$ cat src/rtl/pentary_mem_pkg.sv
// Shared constants, FSM state type and beat helpers for the L2 line responder.
package pentary_mem_pkg;

    localparam int LINE_BITS     = 512;
    localparam int BEAT_WIDTH    = 64;
    localparam int BEATS         = LINE_BITS / BEAT_WIDTH;
    localparam int LINE_OFFSET_W = 6;
    localparam int BEAT_IDX_W    = 3;
    localparam int CNT_W         = 4;

    // Counter constants sized to the 4-bit issue/return counters.
    localparam logic [CNT_W-1:0] BEAT_COUNT = 4'd8;
    localparam logic [CNT_W-1:0] BEAT_LAST  = 4'd7;

    typedef enum logic [1:0] {
        IDLE     = 2'd0,
        RD_BURST = 2'd1,
        WR_BURST = 2'd2,
        RESP     = 2'd3
    } resp_state_t;

    // Byte address of one beat: line base with the beat index in bits [5:3].
    function automatic logic [63:0] beat_addr(input logic [63:0] line_addr,
                                              input logic [BEAT_IDX_W-1:0] beat);
        return (line_addr & ~64'h3F) | {58'd0, beat, 3'b000};
    endfunction

    // Beat k of a line lives in bits [64k+63:64k].
    function automatic logic [BEAT_WIDTH-1:0] get_beat(input logic [LINE_BITS-1:0] line,
                                                       input logic [BEAT_IDX_W-1:0] idx);
        return line[idx*BEAT_WIDTH +: BEAT_WIDTH];
    endfunction

endpackage

$ cat src/rtl/l2_mem_responder_if.sv
// L2 line port plus narrow backing-memory beat port.
//
// Handshakes:
//   L2 side: mem_read/mem_write are level-held requests; mem_ready is a
//   one-cycle completion pulse, after which L2 drops or changes the request.
//   Backing side: a beat transfers on a rising edge where bk_req & bk_gnt;
//   while bk_req is high and bk_gnt low, bk_addr/bk_we/bk_wdata hold. Read
//   data returns in issue order as bk_rvalid/bk_rdata, no earlier than the
//   cycle after the grant.
interface l2_mem_responder_if #(parameter int ADDR_WIDTH = 48);
    import pentary_mem_pkg::*;

    logic [ADDR_WIDTH-1:0] mem_addr;
    logic                  mem_read;
    logic                  mem_write;
    logic [LINE_BITS-1:0]  mem_write_data;
    logic [LINE_BITS-1:0]  mem_read_data;
    logic                  mem_ready;

    logic [ADDR_WIDTH-1:0] bk_addr;
    logic                  bk_req;
    logic                  bk_we;
    logic [BEAT_WIDTH-1:0] bk_wdata;
    logic                  bk_gnt;
    logic [BEAT_WIDTH-1:0] bk_rdata;
    logic                  bk_rvalid;

    modport slave (
        input  mem_addr, mem_read, mem_write, mem_write_data,
        input  bk_gnt, bk_rdata, bk_rvalid,
        output mem_read_data, mem_ready,
        output bk_addr, bk_req, bk_we, bk_wdata
    );

    modport master (
        output mem_addr, mem_read, mem_write, mem_write_data,
        output bk_gnt, bk_rdata, bk_rvalid,
        input  mem_read_data, mem_ready,
        input  bk_addr, bk_req, bk_we, bk_wdata
    );

endinterface

$ cat src/rtl/mem_line_buffer.sv
// One cache line of storage: whole-line load or single beat write by index.
module mem_line_buffer
    import pentary_mem_pkg::*;
(
    input  logic                  clk,
    input  logic                  rst_n,
    input  logic                  load_en,
    input  logic [LINE_BITS-1:0]  load_line,
    input  logic                  beat_we,
    input  logic [BEAT_IDX_W-1:0] beat_idx,
    input  logic [BEAT_WIDTH-1:0] beat_wdata,
    output logic [LINE_BITS-1:0]  line
);

    logic [LINE_BITS-1:0] line_q, line_d;

    // Next line contents: full load has priority over a beat write.
    always_comb begin
        line_d = line_q;
        if (load_en) begin
            line_d = load_line;
        end else if (beat_we) begin
            line_d[beat_idx*BEAT_WIDTH +: BEAT_WIDTH] = beat_wdata;
        end
    end

    // Line storage register, cleared by reset.
    always_ff @(posedge clk or negedge rst_n) begin
        if (!rst_n) begin
            line_q <= '0;
        end else begin
            line_q <= line_d;
        end
    end

    assign line = line_q;

endmodule

$ cat src/rtl/l2_mem_responder.sv
// Turns one 512-bit L2 line read/writeback into an 8-beat 64-bit burst.
module l2_mem_responder
    import pentary_mem_pkg::*;
#(
    parameter int ADDR_WIDTH = 48
) (
    input  logic                clk,
    input  logic                reset,
    l2_mem_responder_if.slave   bus,
    output resp_state_t         dbg_state
);

    resp_state_t           state_q, state_d;
    logic [CNT_W-1:0]      iss_q, iss_d;
    logic [CNT_W-1:0]      ret_q, ret_d;
    logic [ADDR_WIDTH-1:0] line_q, line_d;

    logic                  wbuf_load;
    logic                  rbuf_we;
    logic [LINE_BITS-1:0]  wbuf_line;
    logic [LINE_BITS-1:0]  rbuf_line;

    logic                  bk_req;
    logic                  bk_we;
    logic                  mem_ready;
    logic [ADDR_WIDTH-1:0] bk_addr;
    logic [BEAT_WIDTH-1:0] bk_wdata;
    logic [ADDR_WIDTH-1:0] cur_beat_addr;

    // Writeback data latch, loaded once when a write is accepted.
    mem_line_buffer u_wbuf (
        .clk        (clk),
        .rst_n      (reset),
        .load_en    (wbuf_load),
        .load_line  (bus.mem_write_data),
        .beat_we    (1'b0),
        .beat_idx   (iss_q[BEAT_IDX_W-1:0]),
        .beat_wdata (bus.bk_rdata),
        .line       (wbuf_line)
    );

    // Read assembly; holds the last fill until the next read overwrites it.
    mem_line_buffer u_rbuf (
        .clk        (clk),
        .rst_n      (reset),
        .load_en    (1'b0),
        .load_line  (bus.mem_write_data),
        .beat_we    (rbuf_we),
        .beat_idx   (ret_q[BEAT_IDX_W-1:0]),
        .beat_wdata (bus.bk_rdata),
        .line       (rbuf_line)
    );

    // State, counters and latched line address.
    always_ff @(posedge clk or negedge reset) begin
        if (!reset) begin
            state_q <= IDLE;
            iss_q   <= '0;
            ret_q   <= '0;
            line_q  <= '0;
        end else begin
            state_q <= state_d;
            iss_q   <= iss_d;
            ret_q   <= ret_d;
            line_q  <= line_d;
        end
    end

    // Next state: request acceptance, grant/return counting, burst completion.
    always_comb begin
        state_d   = state_q;
        iss_d     = iss_q;
        ret_d     = ret_q;
        line_d    = line_q;
        wbuf_load = 1'b0;
        rbuf_we   = 1'b0;
        case (state_q)
            IDLE: begin
                iss_d = '0;
                ret_d = '0;
                // Writeback wins over a simultaneous read.
                if (bus.mem_write) begin
                    line_d    = bus.mem_addr & ~ADDR_WIDTH'(63);
                    wbuf_load = 1'b1;
                    state_d   = WR_BURST;
                end else if (bus.mem_read) begin
                    line_d  = bus.mem_addr & ~ADDR_WIDTH'(63);
                    state_d = RD_BURST;
                end
            end
            RD_BURST: begin
                if ((iss_q < BEAT_COUNT) && bus.bk_gnt) begin
                    iss_d = iss_q + 4'd1;
                end
                // The 8th return leaves this state, so ret_q never exceeds 7 here.
                if (bus.bk_rvalid) begin
                    rbuf_we = 1'b1;
                    ret_d   = ret_q + 4'd1;
                    if (ret_q == BEAT_LAST) begin
                        state_d = RESP;
                    end
                end
            end
            WR_BURST: begin
                if (bus.bk_gnt) begin
                    iss_d = iss_q + 4'd1;
                    if (iss_q == BEAT_LAST) begin
                        state_d = RESP;
                    end
                end
            end
            default: begin
                state_d = IDLE;
            end
        endcase
    end

    assign cur_beat_addr = ADDR_WIDTH'(beat_addr(64'(line_q), iss_q[BEAT_IDX_W-1:0]));

    // Outputs decoded from state; backing port idles at zero outside bursts.
    always_comb begin
        bk_req    = 1'b0;
        bk_we     = 1'b0;
        bk_addr   = '0;
        bk_wdata  = '0;
        mem_ready = 1'b0;
        case (state_q)
            RD_BURST: begin
                bk_req  = (iss_q < BEAT_COUNT);
                bk_addr = cur_beat_addr;
            end
            WR_BURST: begin
                bk_req   = 1'b1;
                bk_we    = 1'b1;
                bk_addr  = cur_beat_addr;
                bk_wdata = get_beat(wbuf_line, iss_q[BEAT_IDX_W-1:0]);
            end
            RESP: begin
                mem_ready = 1'b1;
            end
            default: begin
                bk_req = 1'b0;
            end
        endcase
    end

    assign bus.bk_req        = bk_req;
    assign bus.bk_we         = bk_we;
    assign bus.bk_addr       = bk_addr;
    assign bus.bk_wdata      = bk_wdata;
    assign bus.mem_ready     = mem_ready;
    assign bus.mem_read_data = rbuf_line;
    assign dbg_state         = state_q;

endmodule

$ cat src/flat_wrapper.sv
// flat-port wrapper written by rule: the top's interface ports become plain ports
module l2_mem_responder_flat import pentary_mem_pkg::*;
#(
    parameter int ADDR_WIDTH = 48
)
  (clk, reset, dbg_state, bus_mem_addr, bus_mem_read, bus_mem_write, bus_mem_write_data, bus_bk_gnt, bus_bk_rdata, bus_bk_rvalid, bus_mem_read_data, bus_mem_ready, bus_bk_addr, bus_bk_req, bus_bk_we, bus_bk_wdata);
  l2_mem_responder_if #(.ADDR_WIDTH(ADDR_WIDTH)) bus_i ();
  input  logic clk;
  input  logic reset;
  output resp_state_t dbg_state;
  input wire logic [$bits(bus_i.mem_addr)-1:0] bus_mem_addr;
  input wire logic [$bits(bus_i.mem_read)-1:0] bus_mem_read;
  input wire logic [$bits(bus_i.mem_write)-1:0] bus_mem_write;
  input wire logic [$bits(bus_i.mem_write_data)-1:0] bus_mem_write_data;
  input wire logic [$bits(bus_i.bk_gnt)-1:0] bus_bk_gnt;
  input wire logic [$bits(bus_i.bk_rdata)-1:0] bus_bk_rdata;
  input wire logic [$bits(bus_i.bk_rvalid)-1:0] bus_bk_rvalid;
  output wire logic [$bits(bus_i.mem_read_data)-1:0] bus_mem_read_data;
  output wire logic [$bits(bus_i.mem_ready)-1:0] bus_mem_ready;
  output wire logic [$bits(bus_i.bk_addr)-1:0] bus_bk_addr;
  output wire logic [$bits(bus_i.bk_req)-1:0] bus_bk_req;
  output wire logic [$bits(bus_i.bk_we)-1:0] bus_bk_we;
  output wire logic [$bits(bus_i.bk_wdata)-1:0] bus_bk_wdata;
  assign bus_i.mem_addr = bus_mem_addr;
  assign bus_i.mem_read = bus_mem_read;
  assign bus_i.mem_write = bus_mem_write;
  assign bus_i.mem_write_data = bus_mem_write_data;
  assign bus_i.bk_gnt = bus_bk_gnt;
  assign bus_i.bk_rdata = bus_bk_rdata;
  assign bus_i.bk_rvalid = bus_bk_rvalid;
  assign bus_mem_read_data = bus_i.mem_read_data;
  assign bus_mem_ready = bus_i.mem_ready;
  assign bus_bk_addr = bus_i.bk_addr;
  assign bus_bk_req = bus_i.bk_req;
  assign bus_bk_we = bus_i.bk_we;
  assign bus_bk_wdata = bus_i.bk_wdata;
  l2_mem_responder #(.ADDR_WIDTH(ADDR_WIDTH)) u_core (.clk(clk), .reset(reset), .bus(bus_i), .dbg_state(dbg_state));
endmodule
$ cat config.mk
export PLATFORM = sky130hd
export DESIGN_NAME = l2_mem_responder_flat
export DESIGN_NICKNAME = d
export VERILOG_FILES = /design/src/rtl/pentary_mem_pkg.sv /design/src/rtl/l2_mem_responder_if.sv /design/src/rtl/mem_line_buffer.sv /design/src/rtl/l2_mem_responder.sv /design/src/flat_wrapper.sv
export SDC_FILE = /design/constraint.sdc
export NUM_CORES = 1
export LEC_CHECK = 0
export ABC_AREA = 0
export CORE_AREA = 8 8 485 487
export CTS_CLUSTER_DIAMETER = 50
export CTS_CLUSTER_SIZE = 28
export DETAILED_ROUTE_END_ITERATION = 12
export DIE_AREA = 0 0 493 495
export GPL_ROUTABILITY_DRIVEN = 0
export GPL_TIMING_DRIVEN = 1
export PLACE_DENSITY = 0.47
export SETUP_SLACK_MARGIN = 0.15
export SYNTH_ARGS = -nofsm -noshare
export SYNTH_HDL_FRONTEND = slang
export SYNTH_SLANG_ARGS = --single-unit
$ cat constraint.sdc
create_clock -name clk -period 3.3 [get_ports clk]
set_input_delay 0.99 -clock clk [delete_from_list [all_inputs] [get_ports clk]]
set_output_delay 0.99 -clock clk [all_outputs]
set_load 0.01 [all_outputs]
# ---- Word-level counts from Yosys, hierarchy flattened
# Cells that the tools add are included.
dict set report classes {
  shifts 3
  n_mul 0
  reduce_logical 10
  order_cmp 1
  mux 24
  add_sub_neg 3
  eq_ne 11
  n_bitwise 1
  n_div 0
}
# operator count
set op_table {}
lappend op_table {{bitwise mux 512 bit} 1}
lappend op_table {{variable shift 64 x 34 -> 512 bit, first input constant} 1}
lappend op_table {{variable part select 512 x 10 -> 64 bit} 1}
lappend op_table {{variable part select 64 x 34 -> 512 bit} 1}
lappend op_table {{2-to-1 mux 48 bit} 3}
lappend op_table {{2-to-1 mux 64 bit} 1}
lappend op_table {{bitwise OR 48 x 6 -> 48 bit} 1}
lappend op_table {{negation 9 -> 34 bit} 1}
lappend op_table {{2-to-1 mux 2 bit} 6}
lappend op_table {{2-to-1 mux 4 bit} 3}
lappend op_table {{one-hot mux 4 bit (3 select lines)} 1}
lappend op_table {{adder 4 x 1 -> 4 bit, second input constant} 2}
lappend op_table {{equality test 4 x 3 -> 1 bit, second input constant} 2}
lappend op_table {{one-hot mux 4 bit (2 select lines)} 1}
lappend op_table {{2-to-1 mux 1 bit} 6}
lappend op_table {{!= test 2 x 1 -> 1 bit, second input constant} 3}
lappend op_table {{one-hot mux 2 bit (3 select lines)} 1}
lappend op_table {{AND reduction 5 bit} 1}
lappend op_table {{equality test 2 bit, second input constant} 2}
lappend op_table {{less-than comparator 4 bit, second input constant} 1}
lappend op_table {{!= test 2 bit, second input constant} 2}
lappend op_table {{AND reduction 2 bit} 2}
lappend op_table {{nonzero test 2 bit} 2}
lappend op_table {{!= test 3 bit, second input constant} 1}
lappend op_table {{other kinds (7)} 7}
dict set report word_totals {
  in_bits 630
  elab_cells 59
  mem_count 0
  rom_bits 0
  latchBits 0
  mem_bits_rw 0
  ff_bits 1082
}

# ---- Depth between registers and ports, before layout
# Gate-level depths: netlist of run 1.
dict set report logic_depth {
  word_depth 4
  depth_mapped 9
  ltp_nobuf 7
}

# ---- By module
# A second synthesis of run 1 with hierarchy kept.
dict set report hier_totals {
  hier_cells 5425
  hier_area_um2 56631.8
}
# mod cells_each area_per_inst_um2 n_inst
set by_module_without_submodules {}
lappend by_module_without_submodules {{mem_line_buffer (u_core.u_rbuf)} 2579 25634.6 1}
lappend by_module_without_submodules {{mem_line_buffer (u_core.u_wbuf)} 2395 24763.8 1}
lappend by_module_without_submodules {l2_mem_responder 451 6233.5 1}

# ---- Worst setup path after synthesis of run 1
# Ideal clock, no wire load.
dict set report synth_timing {
  path_type {register -> output}
  startpoint {register u_core.iss_q[0]}
  endpoint {output port bus_bk_wdata[51]}
  path_buffers 3
  arrival_time_ns 1.782
  path_slack_ns 0.528
  path_stages_with_launch 6
  path_cell_list {dfrtp_1 -> clkbuf_1 -> buf_2 -> buf_2 -> mux4_2 -> a22o_1}
}
dict set report synth_between {
  elab_chain_len 2
}
# element line
set synth_rtl {}
lappend synth_rtl {{start, declared} l2_mem_responder.sv:14} ;# logic [CNT_W-1:0] iss_q, iss_d;
lappend synth_rtl {{start signal, assigned} l2_mem_responder.sv:63} ;# iss_q <= iss_d;
lappend synth_rtl {{variable part select 512 x 10 -> 64 bit} pentary_mem_pkg.sv:31} ;# return line[idx*BEAT_WIDTH +: BEAT_WIDTH];
lappend synth_rtl {{2-to-1 mux 64 bit} l2_mem_responder.sv:127} ;# case (state_q)
lappend synth_rtl {{end, declared} flat_wrapper.sv:23} ;# output wire logic [$bits(bus_i.bk_wdata)-1:0] bus_bk_wdata;
# Every way passes these cells.

# ---- Worst setup path in the final report of run 1
# Ends and elaborated chain as after synthesis.

==> results.tsv, run 1 <==
stage	metric	value	unit
outcome	status	finished, violations left	
outcome	violated checks	setup timing	
worst_setup_path	Slowest cell on crit path	dfrtp_4	
synthesis	Yosys top cell area share	0.602	
worst_setup_path	CP dominant cell by count	buf_12	
detailed_routing	DR WL met2	100000	um
worst_setup_path	CP delay by family, top	buffers and inverters	
clock_network	CTS clk-pin slew, worst paths	0.05	ns
timing	Setup WS post-layout	-0.455	ns
final_layout	NumNets Final	5169	
timing	Final Cycle Share	1.14	
timing	f_max	0.266	GHz
final_layout	area grow syn2layout	55.3	%
power	Peak supply drop	778	uV
die	Die W	493	um
worst_setup_path	crit end category	primary output	
worst_setup_path	Worst setup SP type	flip-flop	
die	initial core utilization	0.196	
die	Die Height	495	um
timing	Max-slew headroom	0.265	
power	PwrDens	867	nW/um2
clock_network	CTS tree	yes	
worst_setup_path	WS Path Type	reg -> out	
die	area of the core	228000	um2
timing	Final min period	3.75	ns
power	Lkg Pwr	29.1	nW
detailed_routing	routed vias/inst	4.14	
detailed_routing	wire per inst	26.1	um
clock_network	cts bufs inserted	150	
detailed_routing	metal3 WL	17300	um
global_routing	Overall Global Routing Usage	0.159	
global_routing	number of global-route vias before repair	34615	
synthesis	synthesized instance count	3083	
final_layout	Multi-input gate area	17000	um2
timing	RSZ-0062 raised after global routing	true	
detailed_routing	Residual DRC	0	
final_layout	layout cell share with drive strength beyond 1	0.349	
detailed_routing	First DRT Iteration DRCs	1551	
placement	HPWL after DPL	157000	um
final_layout	register area	26900	um2
worst_setup_path	Crit Path Max Fanout	6	
synthesis	Synth Cell Area	44700	um2
global_routing	grt ovf	0	
worst_setup_path	crit path DAT	2.76	ns
clock_network	worst skew pair latency	0.77	ns
clock_network	Clock Path Buffers	3	
worst_setup_path	Largest stage delay, worst path	0.50	ns
worst_setup_path	Cell Chain, Critical Path	buf_12, buf_16, buf_12, buf_16, buf_12, mux4_2, a22o_1, buf_2	
die	Ports	1259	
synthesis	number of storage elements in the synthesis netlist	1076	
detailed_routing	wl on met1	77700	um
global_routing	number of antenna violations at the first check in global routing	97	
synthesis	Synth Area per Inst	14.5	um2
global_routing	largest net degree at the start of global routing	129	
clock_network	Hold-fix buffers, CTS	0	
synthesis	synth warn	0	
flow_run	Max-Cap Viols	0	
detailed_routing	total wire length	202000	um
detailed_routing	DR top layer	met5	
worst_setup_path	WP data required	2.31	ns
synthesis	synth top area cells	dfrtp_1 60%, mux2_2 20%, mux4_2 6.4%	
detailed_routing	first-pass detailed-route iteration total	5	
clock_network	CTS sink count	1076	
worst_setup_path	buffers plus inverters on the worst setup path	6	
timing	Fin. Hold Viols	0	
final_layout	Fillers	23248	
timing	Clock Skew	0.0426	ns
timing	Setup-failing EPs final	73	
synthesis	register area share after synthesis	0.602	
die	row cnt	176	
synthesis	largest area contributor in the netlist	dfrtp_1	
timing	measured slew at the worst slew-check pin	1.10	ns
detailed_routing	Detail Route Antenna Nets	0	
global_routing	first-pass GRT wire length	278000	um
power	total power draw	60.2	mW
clock_network	CTS root buf	clkbuf_16	
placement	I/O Buffers	1249	
die	die footprint	244000	um2
hold_path	Min-Delay Path Class	in -> async	
synthesis	synth unique cells	42	
timing	Slew Viols, Final	0	
clock_network	H-tree depth	4	
detailed_routing	routed via count	31984	
timing	setup TNS	-23.94	ns
sequential cells by signal (all words and copies together), names as in the netlist:
| register | flops |
|---|---|
| u_core.iss_q | 4 |
| u_core.ret_q | 4 |
| u_core.u_wbuf.line | 512 |
| u_core.u_rbuf.line | 512 |
| u_core.line_q | 42 |
| u_core.dbg_state | 2 |
cells in the mapped netlist (all sizes together):
| cell | n |
|---|---|
| a21oi | 3 |
| a22o | 64 |
| nand4 | 3 |
| conb | 1 |
| o21ai | 125 |
| o21bai | 2 |
| nor3 | 1 |
| o31ai | 143 |
| o211ai | 1 |
| or2 | 1 |
| a222oi | 1 |
| or4 | 1 |
| dfrtp | 1076 |
| buf | 115 |
| nand2b | 4 |
| xor2 | 1 |
| nand4b | 4 |
| clkbuf | 111 |
| and3b | 1 |
| mux2 | 811 |
| and2 | 109 |
| nor2b | 1 |
| nand3 | 7 |
| nor2 | 12 |
| o22ai | 1 |
| nor4b | 1 |
| a32o | 1 |
| o41ai | 1 |
| mux4 | 128 |
| nand2 | 330 |
| ha | 9 |
| inv | 11 |
| a22oi | 2 |
| o2bb2ai | 1 |
cells by family (layout without fill, tap and decap cells):
kind of cell / after synthesis / in the layout / synth area share
XOR/XNOR: 1 / 1 / 0.000196
other: 1 / 45 / 0.0000839
adder cells (fa/ha/maj): 9 / 9 / 0.00252
AO/OA/AOI/OAI: 345 / 345 / 0.0530
buffers and inverters: 237 / 1809 / 0.0252
multiplexers: 939 / 939 / 0.269
flip-flops: 1076 / 1076 / 0.602
AND/OR/NAND/NOR: 475 / 475 / 0.0482
area by class of cell:
type,count,area share
Antenna cell,42,0.00151
Clock buffer,192,0.0601
Clock inverter,87,0.0195
Inverter,11,0.000649
Multi-Input combinational cell,1772,0.244
Sequential cell,1076,0.388
Tap cell,3026,0.0545
Timing Repair Buffer,1519,0.231
worst paths after layout:
check                           slack [ns]                                 from                                  end  cells past startpoint
worst max-delay path                 -0.45          u_core.iss_q[0]$_DFFE_PN0P_                     bus_bk_wdata[51]                      8
worst min-delay path                  0.21                                reset          u_core.ret_q[3]$_DFFE_PN0P_                      1
worst max register to register        0.39          u_core.ret_q[0]$_DFFE_PN0P_  u_core.u_rbuf.line[337]$_DFFE_PN0P_                      6
worst min register to register        0.47  u_core.u_rbuf.line[335]$_DFFE_PN0P_  u_core.u_rbuf.line[335]$_DFFE_PN0P_                      2
max in group asynchronous             2.05                                reset  u_core.u_wbuf.line[298]$_DFFE_PN0P_                      2
min in group clk                      0.47  u_core.u_rbuf.line[335]$_DFFE_PN0P_  u_core.u_rbuf.line[335]$_DFFE_PN0P_                      2
timing repair:
action / in CTS / in global routing
setup endpoints to repair: 113 / 103
gates cloned: 10 / 2
pin swaps: 48 / 29
gates resized for setup: 596 / 98
buffers inserted: 58 / 12
where the power goes:
group          internal (mW)  switching, mW  total, mW
registers               17.3           2.42       19.7
logic                   12.7           10.2       22.9
clock network           10.8           6.77       17.6
cells in the final DEF (no fill, tap or decap), types with 9 or more instances in the layout:
| master | instances |
|---|---|
| dfrtp_1 | 1073 |
| a22o_1 | 51 |
| buf_4 | 123 |
| buf_2 | 31 |
| and2_4 | 35 |
| clkbuf_16 | 154 |
| clkdlybuf4s50_1 | 1134 |
| clkbuf_1 | 18 |
| buf_16 | 14 |
| o21ai_0 | 124 |
| buf_8 | 11 |
| a22o_4 | 13 |
| mux4_2 | 128 |
| clkinv_2 | 16 |
| inv_6 | 9 |
| mux2_2 | 784 |
| clkbuf_8 | 22 |
| nand2_1 | 329 |
| mux2_1 | 27 |
| buf_6 | 116 |
| bufinv_16 | 22 |
| and2_1 | 74 |
| clkinvlp_4 | 18 |
| o31ai_1 | 142 |
| buf_12 | 85 |
| diode_2 | 42 |
metal layers:
| metal | global-route usage | vias to the layer above |
|---|---|---|
| met4 | 0.0522 | 92 |
| met1 | 0.180 | 16295 |
| li1 | - | 14096 |
| met3 | 0.0614 | 319 |
| met2 | 0.275 | 1182 |
| met5 | 0 | - |
through the flow:
| stage | instances | hold WS [ns] | cell area, um2 | worst slack, ns | utilization |
|---|---|---|---|---|---|
| floorplan | 3085 | 0.471 | 44700 | 0.528 | - |
| global placement | 7322 | 0.460 | 62300 | -0.0143 | 0.273 |
| detailed placement | 7322 | 0.465 | 62300 | -0.0172 | 0.273 |
| CTS | 7669 | 0.156 | 68800 | -0.586 | 0.302 |
| global route | 7698 | 0.169 | 69400 | -0.598 | 0.304 |
| finish | 7725 | 0.214 | 69400 | -0.455 | 0.304 |
No activity file was read; power rests on OpenSTA's default activity.
==> run 2: changes to the inputs <==
--- a/config.mk
+++ b/config.mk
@@ -6,6 +6,7 @@
 export NUM_CORES = 1
 export LEC_CHECK = 0
 export ABC_AREA = 0
+export CAP_MARGIN = 20
 export CORE_AREA = 8 8 485 487
 export CTS_CLUSTER_DIAMETER = 50
 export CTS_CLUSTER_SIZE = 28
==> results of run 2 <==
The final DEF is identical to that of run 1; final timing and power are the same.
